===== src/rtl/sn_pkg.sv =====
// -----------------------------------------------------------------------------
// sn_pkg
// Shared definitions for the SN76489-compatible CPU write decoder:
//   - register index constants as seen by the tone/attenuation register bank
//   - bit positions inside a CPU write byte (latch flag, index field)
//   - decoder FSM state encoding
//   - default busy length of the READY handshake
// -----------------------------------------------------------------------------
package sn_pkg;

  // Register index = {channel[1:0], type}; type 0 = tone/noise, 1 = attenuation
  localparam logic [2:0] TONE1 = 3'd0;
  localparam logic [2:0] ATT1  = 3'd1;
  localparam logic [2:0] TONE2 = 3'd2;
  localparam logic [2:0] ATT2  = 3'd3;
  localparam logic [2:0] TONE3 = 3'd4;
  localparam logic [2:0] ATT3  = 3'd5;
  localparam logic [2:0] NOISE = 3'd6;
  localparam logic [2:0] ATTN  = 3'd7;

  // Field positions inside a written byte
  localparam int LATCH_BIT = 7;
  localparam int IDX_MSB   = 6;
  localparam int IDX_LSB   = 4;

  localparam int BUSY_CYCLES_DEF = 32;

  typedef enum logic [1:0] {
    ST_IDLE   = 2'd0,
    ST_DECODE = 2'd1,
    ST_BUSY   = 2'd2
  } sn_state_t;

  // Only the three tone registers carry a 10-bit value split over two writes.
  function automatic logic is_tone(input logic [2:0] idx);
    return (idx == TONE1) || (idx == TONE2) || (idx == TONE3);
  endfunction

endpackage


===== src/rtl/sn_strobe_sync.sv =====
// -----------------------------------------------------------------------------
// sn_strobe_sync
// Brings the asynchronous active-low CPU write strobe into the clk domain with
// a 2-flop synchronizer and produces a one-cycle pulse on its falling edge.
// All flops reset to 1 (strobe idle) so releasing reset never fakes an edge.
// Ports:
//   i_clk   system clock
//   i_rst   asynchronous active-high reset
//   i_we_n  raw CPU write strobe, active low
//   o_fall  one-cycle pulse: synchronized strobe went 1 -> 0
// -----------------------------------------------------------------------------
module sn_strobe_sync (
  input  logic i_clk,
  input  logic i_rst,
  input  logic i_we_n,
  output logic o_fall
);

  logic r_meta;
  logic r_sync;
  logic r_prev;

  always_ff @(posedge i_clk or posedge i_rst) begin
    if (i_rst) begin
      r_meta <= 1'b1;
      r_sync <= 1'b1;
      r_prev <= 1'b1;
    end else begin
      r_meta <= i_we_n;
      r_sync <= r_meta;
      r_prev <= r_sync;
    end
  end

  assign o_fall = r_prev & ~r_sync;

endmodule


===== src/rtl/sn_write_decoder.sv =====
// -----------------------------------------------------------------------------
// sn_write_decoder
// Byte-wide CPU write port of the SN76489-compatible sound core. Decodes the
// latch/data byte protocol and issues single-cycle loads to the register bank,
// holding READY low while a write is in flight.
// Ports:
//   clk      system clock
//   rst      asynchronous active-high reset
//   data_in  CPU write data, stable while we_n is low
//   we_n     CPU write strobe, active low, asynchronous to clk
//   ready    1 = idle and accepting writes, 0 = busy
//   adress   register index {channel[1:0], type}
//   value    register value, zero-extended to 10 bits
//   load     one-cycle write strobe to the register bank
// -----------------------------------------------------------------------------
module sn_write_decoder
  import sn_pkg::*;
#(
  parameter int BUSY_CYCLES = BUSY_CYCLES_DEF
) (
  input  logic       clk,
  input  logic       rst,
  input  logic [7:0] data_in,
  input  logic       we_n,
  output logic       ready,
  output logic [2:0] adress,
  output logic [9:0] value,
  output logic       load
);

  localparam logic [7:0] CNT_INIT = 8'(BUSY_CYCLES - 1);

  logic       w_fall;
  sn_state_t  r_state;
  sn_state_t  w_next;

  logic [7:0] r_byte;
  logic [7:0] r_cnt;
  logic [2:0] r_idx;
  logic [3:0] r_lo [3];
  logic [5:0] r_hi [3];

  logic       r_ready;
  logic       r_load;
  logic [2:0] r_adress;
  logic [9:0] r_value;

  logic       w_is_latch;
  logic [2:0] w_idx;
  logic       w_tone;
  logic [1:0] w_ch;
  logic [3:0] w_lo_sel;
  logic [5:0] w_hi_sel;
  logic [9:0] w_value;

  sn_strobe_sync u_sync (
    .i_clk  (clk),
    .i_rst  (rst),
    .i_we_n (we_n),
    .o_fall (w_fall)
  );

  // ---- decode of the captured byte ----
  always_comb begin
    w_is_latch = r_byte[LATCH_BIT];
    // Data bytes reuse the index from the most recent latch byte.
    w_idx      = w_is_latch ? r_byte[IDX_MSB:IDX_LSB] : r_idx;
    w_tone     = is_tone(w_idx);
    w_ch       = w_idx[2:1];

    w_lo_sel = r_lo[0];
    w_hi_sel = r_hi[0];
    case (w_ch)
      2'd1:    begin w_lo_sel = r_lo[1]; w_hi_sel = r_hi[1]; end
      2'd2:    begin w_lo_sel = r_lo[2]; w_hi_sel = r_hi[2]; end
      default: begin w_lo_sel = r_lo[0]; w_hi_sel = r_hi[0]; end
    endcase

    // Tone values merge the freshly written field with the other half's shadow.
    if (!w_tone)
      w_value = {6'b0, r_byte[3:0]};
    else if (w_is_latch)
      w_value = {w_hi_sel, r_byte[3:0]};
    else
      w_value = {r_byte[5:0], w_lo_sel};
  end

  // ---- FSM next state ----
  always_comb begin
    w_next = r_state;
    case (r_state)
      ST_IDLE:   if (w_fall) w_next = ST_DECODE;
      ST_DECODE: w_next = ST_BUSY;
      ST_BUSY:   if (r_cnt == 8'd0) w_next = ST_IDLE;
      default:   w_next = ST_IDLE;
    endcase
  end

  always_ff @(posedge clk or posedge rst) begin
    if (rst) r_state <= ST_IDLE;
    else     r_state <= w_next;
  end

  // ---- capture / load / busy countdown ----
  always_ff @(posedge clk or posedge rst) begin
    if (rst) begin
      r_byte   <= 8'd0;
      r_cnt    <= 8'd0;
      r_idx    <= TONE1;
      r_ready  <= 1'b1;
      r_load   <= 1'b0;
      r_adress <= 3'd0;
      r_value  <= 10'd0;
      for (int i = 0; i < 3; i++) begin
        r_lo[i] <= 4'd0;
        r_hi[i] <= 6'd0;
      end
    end else begin
      r_load <= 1'b0;
      case (r_state)
        ST_IDLE: begin
          if (w_fall) begin
            r_byte  <= data_in;
            r_ready <= 1'b0;
          end
        end
        ST_DECODE: begin
          r_adress <= w_idx;
          r_value  <= w_value;
          r_load   <= 1'b1;
          r_cnt    <= CNT_INIT;
          if (w_is_latch) r_idx <= w_idx;
          if (w_tone) begin
            for (int i = 0; i < 3; i++) begin
              if (w_ch == 2'(i)) begin
                if (w_is_latch) r_lo[i] <= r_byte[3:0];
                else            r_hi[i] <= r_byte[5:0];
              end
            end
          end
        end
        ST_BUSY: begin
          if (r_cnt == 8'd0) r_ready <= 1'b1;
          else               r_cnt   <= r_cnt - 8'd1;
        end
        default: ;
      endcase
    end
  end

  assign ready  = r_ready;
  assign load   = r_load;
  assign adress = r_adress;
  assign value  = r_value;

endmodule


===== config.mk =====
export PLATFORM = sky130hd
export DESIGN_NAME = sn_write_decoder
export DESIGN_NICKNAME = d
export VERILOG_FILES = /design/src/rtl/sn_pkg.sv /design/src/rtl/sn_strobe_sync.sv /design/src/rtl/sn_write_decoder.sv
export SDC_FILE = /design/constraint.sdc
export NUM_CORES = 1
export LEC_CHECK = 0
export CORE_UTILIZATION = 56
export DETAILED_ROUTE_END_ITERATION = 8
export DONT_BUFFER_PORTS = 1
export HOLD_SLACK_MARGIN = 0.02
export PLACE_DENSITY = 0.8
export REMOVE_ABC_BUFFERS = 1
export SETUP_SLACK_MARGIN = 0.4
export SLEW_MARGIN = 20
export SYNTH_ARGS = -nofsm -noshare
export SYNTH_HDL_FRONTEND = slang
export SYNTH_SLANG_ARGS = --single-unit

===== constraint.sdc =====
create_clock -name clk -period 2.2 [get_ports clk]
set_clock_uncertainty 0.1 [all_clocks]
set_input_delay 0.22 -clock clk [delete_from_list [all_inputs] [get_ports clk]]
set_output_delay 0.22 -clock clk [all_outputs]
set_load 0.01 [all_outputs]

Word-level counts from Yosys, hierarchy flattened
Index checks and enable logic that the tools add are counted.
{"block": "op_classes", "muxes": 14, "addsub": 1, "eq_ne": 9, "reduce_logical": 19, "bitwise_logic": 3}
{"operator": "4-bit AND reduction", "count": 6}
{"operator": "10-bit 2-to-1 mux", "count": 2}
{"operator": "8-bit one-hot mux with 2 select lines", "count": 1}
{"operator": "6-bit one-hot mux with 2 select lines", "count": 1}
{"operator": "8-bit zero test", "count": 1}
{"operator": "8-bit 2-to-1 mux", "count": 1}
{"operator": "4-bit one-hot mux with 2 select lines", "count": 1}
{"operator": "2-bit AND reduction", "count": 4}
{"operator": "8-bit by 1-bit subtractor with 8-bit output (second input constant)", "count": 1}
{"operator": "2-bit one-hot mux with 3 select lines", "count": 1}
{"operator": "2-bit by 1-bit == test with 1-bit output (second input constant)", "count": 2}
{"operator": "2-bit == test (second input constant)", "count": 2}
{"operator": "2-bit zero test", "count": 2}
{"operator": "2-bit 2-to-1 mux", "count": 2}
{"operator": "2-bit != test (second input constant)", "count": 2}
{"operator": "2-bit nonzero test", "count": 2}
{"operator": "3-bit by 2-bit == test with 1-bit output (second input constant)", "count": 1}
{"operator": "3-bit == test (second input constant)", "count": 1}
{"operator": "3-bit zero test", "count": 1}
{"operator": "1-bit 2-to-1 mux", "count": 3}
{"operator": "3-bit 2-to-1 mux", "count": 1}
{"operator": "3-bit AND reduction", "count": 1}
{"operator": "1-bit logical OR", "count": 2}
{"operator": "2-bit by 1-bit != test with 1-bit output (second input constant)", "count": 1}
{"operator": "other kinds (3)", "count": 4}
{"block": "word_totals", "reg_bits": 69, "inputBits": 11, "word_cells": 63}

Depth between registers and ports, before layout
Gate-level depths: netlist of run 1.
{"block": "logic_depth", "depth_word": 5, "mapped_depth": 9, "depth_no_buf": 7}

Modules after synthesis
From an unflattened synthesis of run 1, not the netlist that was laid out.
{"block": "unflattened", "cells_unflattened": 279, "area_unflattened_um2": 3390.8}
{"module": "sn_write_decoder", "area_each_um2": 3294.4, "cells_per_inst": 274, "n_inst": 1, "seq_area_each_um2": 1652.8}
{"module": "sn_strobe_sync", "area_each_um2": 96.3, "cells_per_inst": 5, "n_inst": 1, "seq_area_each_um2": 78.8}

Worst setup path before layout of run 1
Ideal clock, no wire load.
{"block": "synth_timing", "path_kind": "register to register", "from": "register r_byte[5]", "to": "register r_value[6] (netlist: value[6])", "n_path_buf": 2, "stages_incl_launch_ff": 10, "setup_slack_ns": 0.205, "t_arrival_ns": 1.768, "period_less_slack_ns": 1.995, "setup_ns": 0.127, "cell_sequence": "dfrtp_1 > clkbuf_1 > mux2i_1 > inv_1 > ha_1 > clkbuf_1 > a22oi_1 > a21oi_1 > a221oi_1 > nor2_1"}
{"block": "synth_via", "elab_chain_len": 5, "word_cells_on_any_way": 11, "cone_classes": "eq/ne: 4; mux: 4; reduce/logical: 3"}
{"element": "start, declared", "line_no": "sn_write_decoder.sv:37", "rtl": "logic [7:0] r_byte;"}
{"element": "start signal, assigned", "line_no": "sn_write_decoder.sv:123", "rtl": "r_byte <= data_in;"}
{"element": "3-bit 2-to-1 mux *", "line_no": "sn_write_decoder.sv:67", "rtl": "w_idx = w_is_latch ? r_byte[IDX_MSB:IDX_LSB] : r_idx;"}
{"element": "named net w_idx[1]", "line_no": "sn_write_decoder.sv:49", "rtl": "logic [2:0] w_idx;"}
{"element": "2-bit == test, or another cell as far along", "line_no": "sn_write_decoder.sv:73", "rtl": "case (w_ch)"}
{"element": "6-bit one-hot mux with 2 select lines / 1-bit logical OR (equally long branches)", "line_no": "sn_write_decoder.sv:73, sn_pkg.sv:36"}
{"element": "10-bit 2-to-1 mux / 1-bit logical OR (equally long branches)", "line_no": "sn_write_decoder.sv:82, sn_pkg.sv:36"}
{"element": "10-bit 2-to-1 mux *", "line_no": "sn_write_decoder.sv:80", "rtl": "if (!w_tone)"}
{"element": "end signal, assigned", "line_no": "sn_write_decoder.sv:129", "rtl": "r_value <= w_value;"}
{"element": "end, declared", "line_no": "sn_write_decoder.sv:46", "rtl": "logic [9:0] r_value;"}
Mark *: on every way through the listed nets, which the timed path passes. The rest lies on a longest branch.
A chain may end at the register's enable or synchronous reset.

Worst setup path after layout of run 1
{"block": "layout_timing", "from": "register r_byte[7]", "to": "register r_hi[11] (netlist bit)"}
{"block": "layout_via", "elab_chain_len": 5, "word_cells_on_any_way": 9, "cone_classes": "eq/ne: 3; mux: 1; bitwise: 1; reduce/logical: 4"}
{"element": "3-bit 2-to-1 mux", "line_no": "sn_write_decoder.sv:67"}
{"element": "3-bit by 2-bit == test with 1-bit output / 3-bit zero test (equally long branches)", "line_no": "sn_pkg.sv:36", "rtl": "return (idx == TONE1) || (idx == TONE2) || (idx == TONE3);"}
{"element": "1-bit logical OR (2 in series)", "line_no": "sn_pkg.sv:36"}
{"element": "4-bit AND reduction (no source line) *"}
{"element": "end signal, assigned by index", "line_no": "sn_write_decoder.sv:137", "rtl": "else r_hi[i] <= r_byte[5:0];"}
{"element": "end, declared", "line_no": "sn_write_decoder.sv:41", "rtl": "logic [5:0] r_hi [3];"}
Every way passes the cells marked *; elsewhere a longest branch is shown, timed or not.

==> metrics.yaml, run 1 <==
p_clk_share_pct: 19.5
clk_pin_slew_ps: 70
numCtsBuffers: 9
cp-startpoint: "r_byte[7]$_DFFE_PP0P_"
top_layer_used: "met4"
final_nets: 305
r2r_setup_slack_ps: 260
irDropWorstVdd_v: 0.00104
via_count: 2232
clockBufferDepth: 2
fp.dieH_microns: 75.8
ys_types: 42
p_int_mw: 3.89
cts_tree: "built"
timing.hold.ws_ps: 257
ys_async_sr_fraction_pct: 100
fin_crit_ps: 1940
routed-wl-met3_microns: 386
crit_fanout: 8
syn_area_sq_um: 3050
required_ps: 2330
syn_inst: 255
timing.rr.end: "r_hi[11]$_DFFE_PP0P_"
syn_to_final_growth_pct: 28.3
synth_ff_type: "dfrtp_1"
worst_pin_slew_ps: 555
relSlewSlack_pct: 63.0
synth-edff-count: 0
port-buffer-count: 0
synth-seq-cells: 69
grt_max_degree: 47
critical_path_class: "register to register"
place_hpwl_microns: 4000
gp_congestion: 0.842
swShare_pct: 38.4
ys_warn_count: 0
first_iter_violations: 146
finalCritPeriodShare_pct: 88.3
initial_core_util_pct: 59.0
first_pass_iters: 5
max_clock_freq_mhz: 515
run_status: "complete, no violations"
viasPerCell: 6.12
slew_violations: 0
grt_pass1_wl_microns: 10900
setup_viol: 0
ff2ff_path_depth: 5
power.total_mw: 6.32
power_frac_comb_pct: 42.3
n_antenna_cell: 0
hold_violations: 0
numClockSinks: 69
setup-tns-final_ps: 0
grtUsageTotal_pct: 27.1
cp-end-kind: "register"
wirelength_microns: 7390
rsz0062_at_grt: "true"
r2r_start: "r_byte[7]$_DFFE_PP0P_"
htreeDepth: 3
die_w_microns: 75.8
power_density_nw_per_um2: 1610
drive_gt1_share_pct: 45.4
cp-endpoint: "r_hi[11]$_DFFE_PP0P_"
antenna_found_initial: 0
drc: 0
postRouteAntennaNets: 0
hp-class: "register to register"
die_area_sq_um: 5750
layout_commonest_cell: "dfrtp_1"
mostFrequentLayoutCells: "dfrtp_1, mux2_2, buf_4, nor2_1"
row_count: 26
clk_latency_ps: 350
ys_seq_area_share_pct: 56.7
cellLeakagePower_nw: 1.73
avgSynthCellArea_sq_um: 12.0
dr_wl_met2_microns: 3750
maxCapViolCount: 0
io-pin-count: 26
crit_arrival_ps: 2080
seqPwrFrac_pct: 38.2
power.switching_mw: 2.43
grt_overflow: 0
first_global_vias: 2233
coreArea_sq_um: 5170
wl_per_cell_microns: 20.3
wl_met1_microns: 3080
startpoint_type: "register"
root_buffer: "clkbuf_8"
per-stage QoR:
step	setup WS, ps	instance area [sq um]	utilization (%)	cells
floorplan	-14.9	2970	-	238
global placement	97.8	3180	61.4	321
detailed placement	50.2	3180	61.4	321
CTS	326	3740	72.3	358
global route	224	3920	75.7	365
finish	258	3920	75.7	365
layout make-up:
type | instances | area [sq um]
clock buffer | 13 | 179
inverter | 8 | 30.0
clock inverter | 3 | 65.1
multi-input combinational | 161 | 1470
sequential | 69 | 1730
fill | 282 | 1260
tap | 70 | 87.6
timing repair buffer | 41 | 353
Yosys cell counts, drive strengths merged (2+ instances only):
cell	n	area (sq um)
dfrtp	65	1630
mux2	41	462
nor2	27	101
a21oi	14	70.1
nand2	13	48.8
a22oi	10	75.1
clkbuf	9	33.8
buf	8	43.8
inv	8	30.0
a221oi	6	52.6
o211ai	6	45.0
o21ai	5	28.8
a211oi	4	42.5
dfstp	4	105
ha	4	50.1
nand3	4	20.0
and3	3	18.8
mux2i	3	30.0
a41oi	2	17.5
or4	2	18.8
sequential cells by signal, summed over array words and instances, names as in the netlist:
name and cells:
r_idx 3, adress 3, u_sync.r_sync 1, r_hi 18
r_cnt 8, u_sync.r_meta 1, ready 1, value 10
load 1, r_lo 12, r_byte 8, r_state 2
u_sync.r_prev 1
worst max-delay path, stage by stage (launching register included):
cell	delay, ps
dfrtp_2	440
mux2i_4	320
buf_6	150
ha_4	190
and3_4	300
mux2_4	320
power groups by stage:
stage	Combinational [mW]	Clock, mW	Sequential [mW]
floorplan	1.29	0	2.19
global placement	1.70	0	2.30
detailed placement	1.76	0	2.34
CTS	2.23	1.24	2.36
global route	2.88	1.30	2.47
finish	2.67	1.23	2.41
metal layers:
| metal | track usage [%] | vias to the layer above |
|---|---|---|
| met5 | 0 | - |
| met2 | 40.5 | 77 |
| met1 | 36.3 | 1151 |
| li1 | - | 992 |
| met3 | 6.88 | 12 |
| met4 | 15.2 | 0 |
worst min path at each step:
stage,from,to,depth (start not counted),slack [ps]
2_1_floorplan,we_n,u_sync.r_meta$_DFF_PP1_,0,120
3_3_place_gp,rst,load$_DFF_PP0_,1,80
3_5_place_dp,rst,load$_DFF_PP0_,1,80
4_1_cts,u_sync.r_meta$_DFF_PP1_,u_sync.r_sync$_DFF_PP1_,0,260
5_1_grt,u_sync.r_meta$_DFF_PP1_,u_sync.r_sync$_DFF_PP1_,0,260
6_report,u_sync.r_meta$_DFF_PP1_,u_sync.r_sync$_DFF_PP1_,0,260
repair_timing:
action,in CTS,in global routing
hold buffers,10,0
endpoints found under the hold margin,31,0
pin swaps,7,9
resized for setup,30,29
endpoints found under the setup margin,48,45
setup buffers,11,7
cloned,0,0
kinds of logic (layout without fill, tap and decap cells):
logic type / count (synthesis) / count (layout) / share of synthesized area (%)
buf+inv: 25 / 65 / 3.53
compound gates: 52 / 52 / 12.1
mux: 44 / 44 / 16.1
xor+xnor: 2 / 2 / 0.574
flops: 69 / 69 / 56.7
simple gates: 59 / 59 / 9.27
fa+ha+maj: 4 / 4 / 1.64
Note: power is estimated with default switching activity, not from simulation.
==> inputs of run 2 (changes only) <==
--- a/config.mk
+++ b/config.mk
@@ -5,6 +5,7 @@
 export SDC_FILE = /design/constraint.sdc
 export NUM_CORES = 1
 export LEC_CHECK = 0
+export CORE_MARGIN = 3
 export CORE_UTILIZATION = 56
 export DETAILED_ROUTE_END_ITERATION = 8
 export DONT_BUFFER_PORTS = 1
==> metrics.yaml, run 2 (same netlist as run 1, synthesis figures left out) <==
final_nets: 311  # +2.0%
syn_to_final_growth_pct: 26.9
relSlewSlack_pct: 55.5  # -7.4 points
clockBufferDepth: 2  # unchanged
rsz0062_at_grt: "true"
largest_reg_flops: 18  # unchanged
worst_pin_slew_ps: 666  # +111 ps
via_count: 2283  # +2.3%
die_w_microns: 79.8  # +5.3%
placed_area_sq_um: 3190  # +0.47%
r2r_start: "r_byte[7]$_DFFE_PP0P_"
numCtsBuffers: 9  # unchanged
row_count: 26  # unchanged
cp-end-kind: "register"
hold_violations: 0  # unchanged
swShare_pct: 39.8  # +1.4 points
cpMaxStageDelayCell: "dfrtp_2"
slew_violations: 0  # unchanged
layout_commonest_cell: "dfrtp_1"
numClockSinks: 69  # unchanged
hold_start: "u_sync.r_meta$_DFF_PP1_"
wl_per_cell_microns: 20.7  # +2.3%
worst_slack_ps: 118  # -140 ps
stdcell_area_sq_um: 3870  # -1.1%
timing.hold.ws_ps: 261  # +4.24 ps
fp.dieH_microns: 79.8  # +5.3%
root_buffer: "clkbuf_8"
mostFrequentLayoutCells: "dfrtp_1, mux2_2, buf_4, nor2_1, a21oi_1"
cts_tree: "built"
hold_end: "u_sync.r_sync$_DFF_PP1_"
run_status: "complete, no violations"
first_global_vias: 2254  # +0.94%
clk_pin_slew_ps: 70  # about the same
fin_util_pct: 74.4  # -1.3 points
required_ps: 2320  # about the same
postRouteAntennaNets: 0  # unchanged
cellLeakagePower_nw: 1.72  # -0.60%
cpLargestDelayFamily: "compound AO/OA/AOI/OAI gates"
max_clock_freq_mhz: 480  # -6.7%
clk_latency_ps: 350  # about the same
ff2ff_path_depth: 7  # +2
drc: 0  # unchanged
crit_arrival_ps: 2200  # +120 ps
final_cells: 371  # +1.6%
power.switching_mw: 2.46  # +1.2%
hp-class: "register to register"
startpoint_type: "register"
seqPwrFrac_pct: 38.9  # +0.7 points
coreArea_sq_um: 5200  # +0.63%
n_antenna_cell: 0  # unchanged
port-buffer-count: 0  # unchanged
regMostFlops: "r_hi"
p_clk_share_pct: 17.1  # -2.4 points
drive_gt1_share_pct: 45.8  # +0.42 points
maxCapViolCount: 0  # unchanged
power_frac_comb_pct: 43.9  # +1.6 points
grt_overflow: 0  # unchanged
timing.rr.end: "value[5]$_DFFE_PP0N_"
critPathMaxStageDelay_ps: 440  # about the same
place_hpwl_microns: 4090  # +2.3%
crit_fanout: 9  # +1
gp_congestion: 0.831  # -1.2%
grtUsageTotal_pct: 23.8  # -3.3 points
finalCritPeriodShare_pct: 94.6  # +6.4 points
power_density_nw_per_um2: 1600  # -1.1%
first_iter_violations: 233  # +60%
wirelength_microns: 7690  # +4.0%
initial_core_util_pct: 58.6  # -0.37 points
setup_viol: 0  # unchanged
power.total_mw: 6.18  # -2.2%
dp_slack_ps: 75.7  # +25.5 ps
grt_max_degree: 31  # -34%
fin_crit_ps: 2080  # +140 ps
setup-tns-final_ps: 0  # unchanged
htreeDepth: 3  # unchanged
antenna_found_initial: 0  # unchanged
p_int_mw: 3.72  # -4.4%
holdPathStages: 0  # unchanged
critical_path_class: "register to register"
path_buf_inv: 1  # unchanged
dp_cells: 323  # +0.62%
io-pin-count: 26  # unchanged
grt_pass1_wl_microns: 11300  # +3.7%
irDropWorstVdd_v: 0.000974  # -6.5%
viasPerCell: 6.15  # +0.63%
crit_chain: "mux2i_4 -> inv_2 -> ha_4 -> a22oi_1 -> a21oi_1 -> a221oi_2 -> nor2_1"
die_area_sq_um: 6370  # +11%
r2r_setup_slack_ps: 120  # -140 ps
nFillCells: 299  # +6.0%
first_pass_iters: 6  # +1
[run 2: changes by cell type in the layout (fill, tap and decap cells not counted), moves of 2 or more]
cell / before / now
mux2_4: 7 / 1
clkbuf_8: 13 / 11
buf_4: 28 / 36
buf_6: 2 / 0
nor2_2: 3 / 1
nor2_1: 24 / 26
mux2_2: 34 / 40
nand3_4: 2 / 0
nand3_2: 1 / 3
[run 2: worst reg2reg max path, cell delays in order, from the launching register on]
cell and delay [ps]:
dfrtp_2 440, mux2i_4 320, inv_2 90, ha_4 210, a22oi_1 280, a21oi_1 160
a221oi_2 280, nor2_1 90
[run 2: worst max-delay path by stage]
| stage | from | end | slack, ps | cells after the start |
|---|---|---|---|---|
| floorplan | u_sync.r_prev$_DFF_PP1_ | r_byte[0]$_DFFE_PP0P_ | -10 | 2 |
| global placement | r_byte[7]$_DFFE_PP0P_ | value[9]$_DFFE_PP0N_ | 180 | 7 |
| detailed placement | r_byte[7]$_DFFE_PP0P_ | value[9]$_DFFE_PP0N_ | 80 | 7 |
| CTS | r_byte[7]$_DFFE_PP0P_ | r_lo[3]$_DFFE_PP0P_ | 330 | 5 |
| global route | r_byte[7]$_DFFE_PP0P_ | value[5]$_DFFE_PP0N_ | 30 | 7 |
| finish | r_byte[7]$_DFFE_PP0P_ | value[5]$_DFFE_PP0N_ | 120 | 7 |
[run 2: layout make-up]
type / instances / area, sq um / area share (%)
Clock buffer: 12 / 155 / 4.01
Sequential cell: 69 / 1730 / 44.8
Multi-Input combinational cell: 161 / 1430 / 36.9
Clock inverter: 4 / 47.5 / 1.23
Inverter: 8 / 30.0 / 0.776
Tap cell: 70 / 87.6 / 2.26
Timing Repair Buffer: 47 / 390 / 10.1
[run 2: what timing repair did]
action	in CTS	in global routing
buffers inserted	9	13
setup endpoints to repair	46	45
gates resized for setup	34	14
pin swaps	3	5
hold buffers	10	0
endpoints found under the hold margin	37	0
[run 2: metal layers]
layer / track usage (%) / vias to the layer above / routed length (microns)
li1: - / 1009 / -
met1: 31.1 / 1149 / 3200
met2: 37.3 / 96 / 3680
met3: 6.32 / 29 / 479
met4: 10.6 / 0 / 333
met5: 0 / - / 0
[run 2: power by group through the flow]
stage               Combinational, mW  Sequential (mW)  Clock [mW]
floorplan                        1.29             2.19           0
global placement                 1.70             2.30           0
detailed placement               1.75             2.33           0
CTS                              2.27             2.36        1.05
global route                     2.91             2.48        1.12
finish                           2.71             2.41        1.06
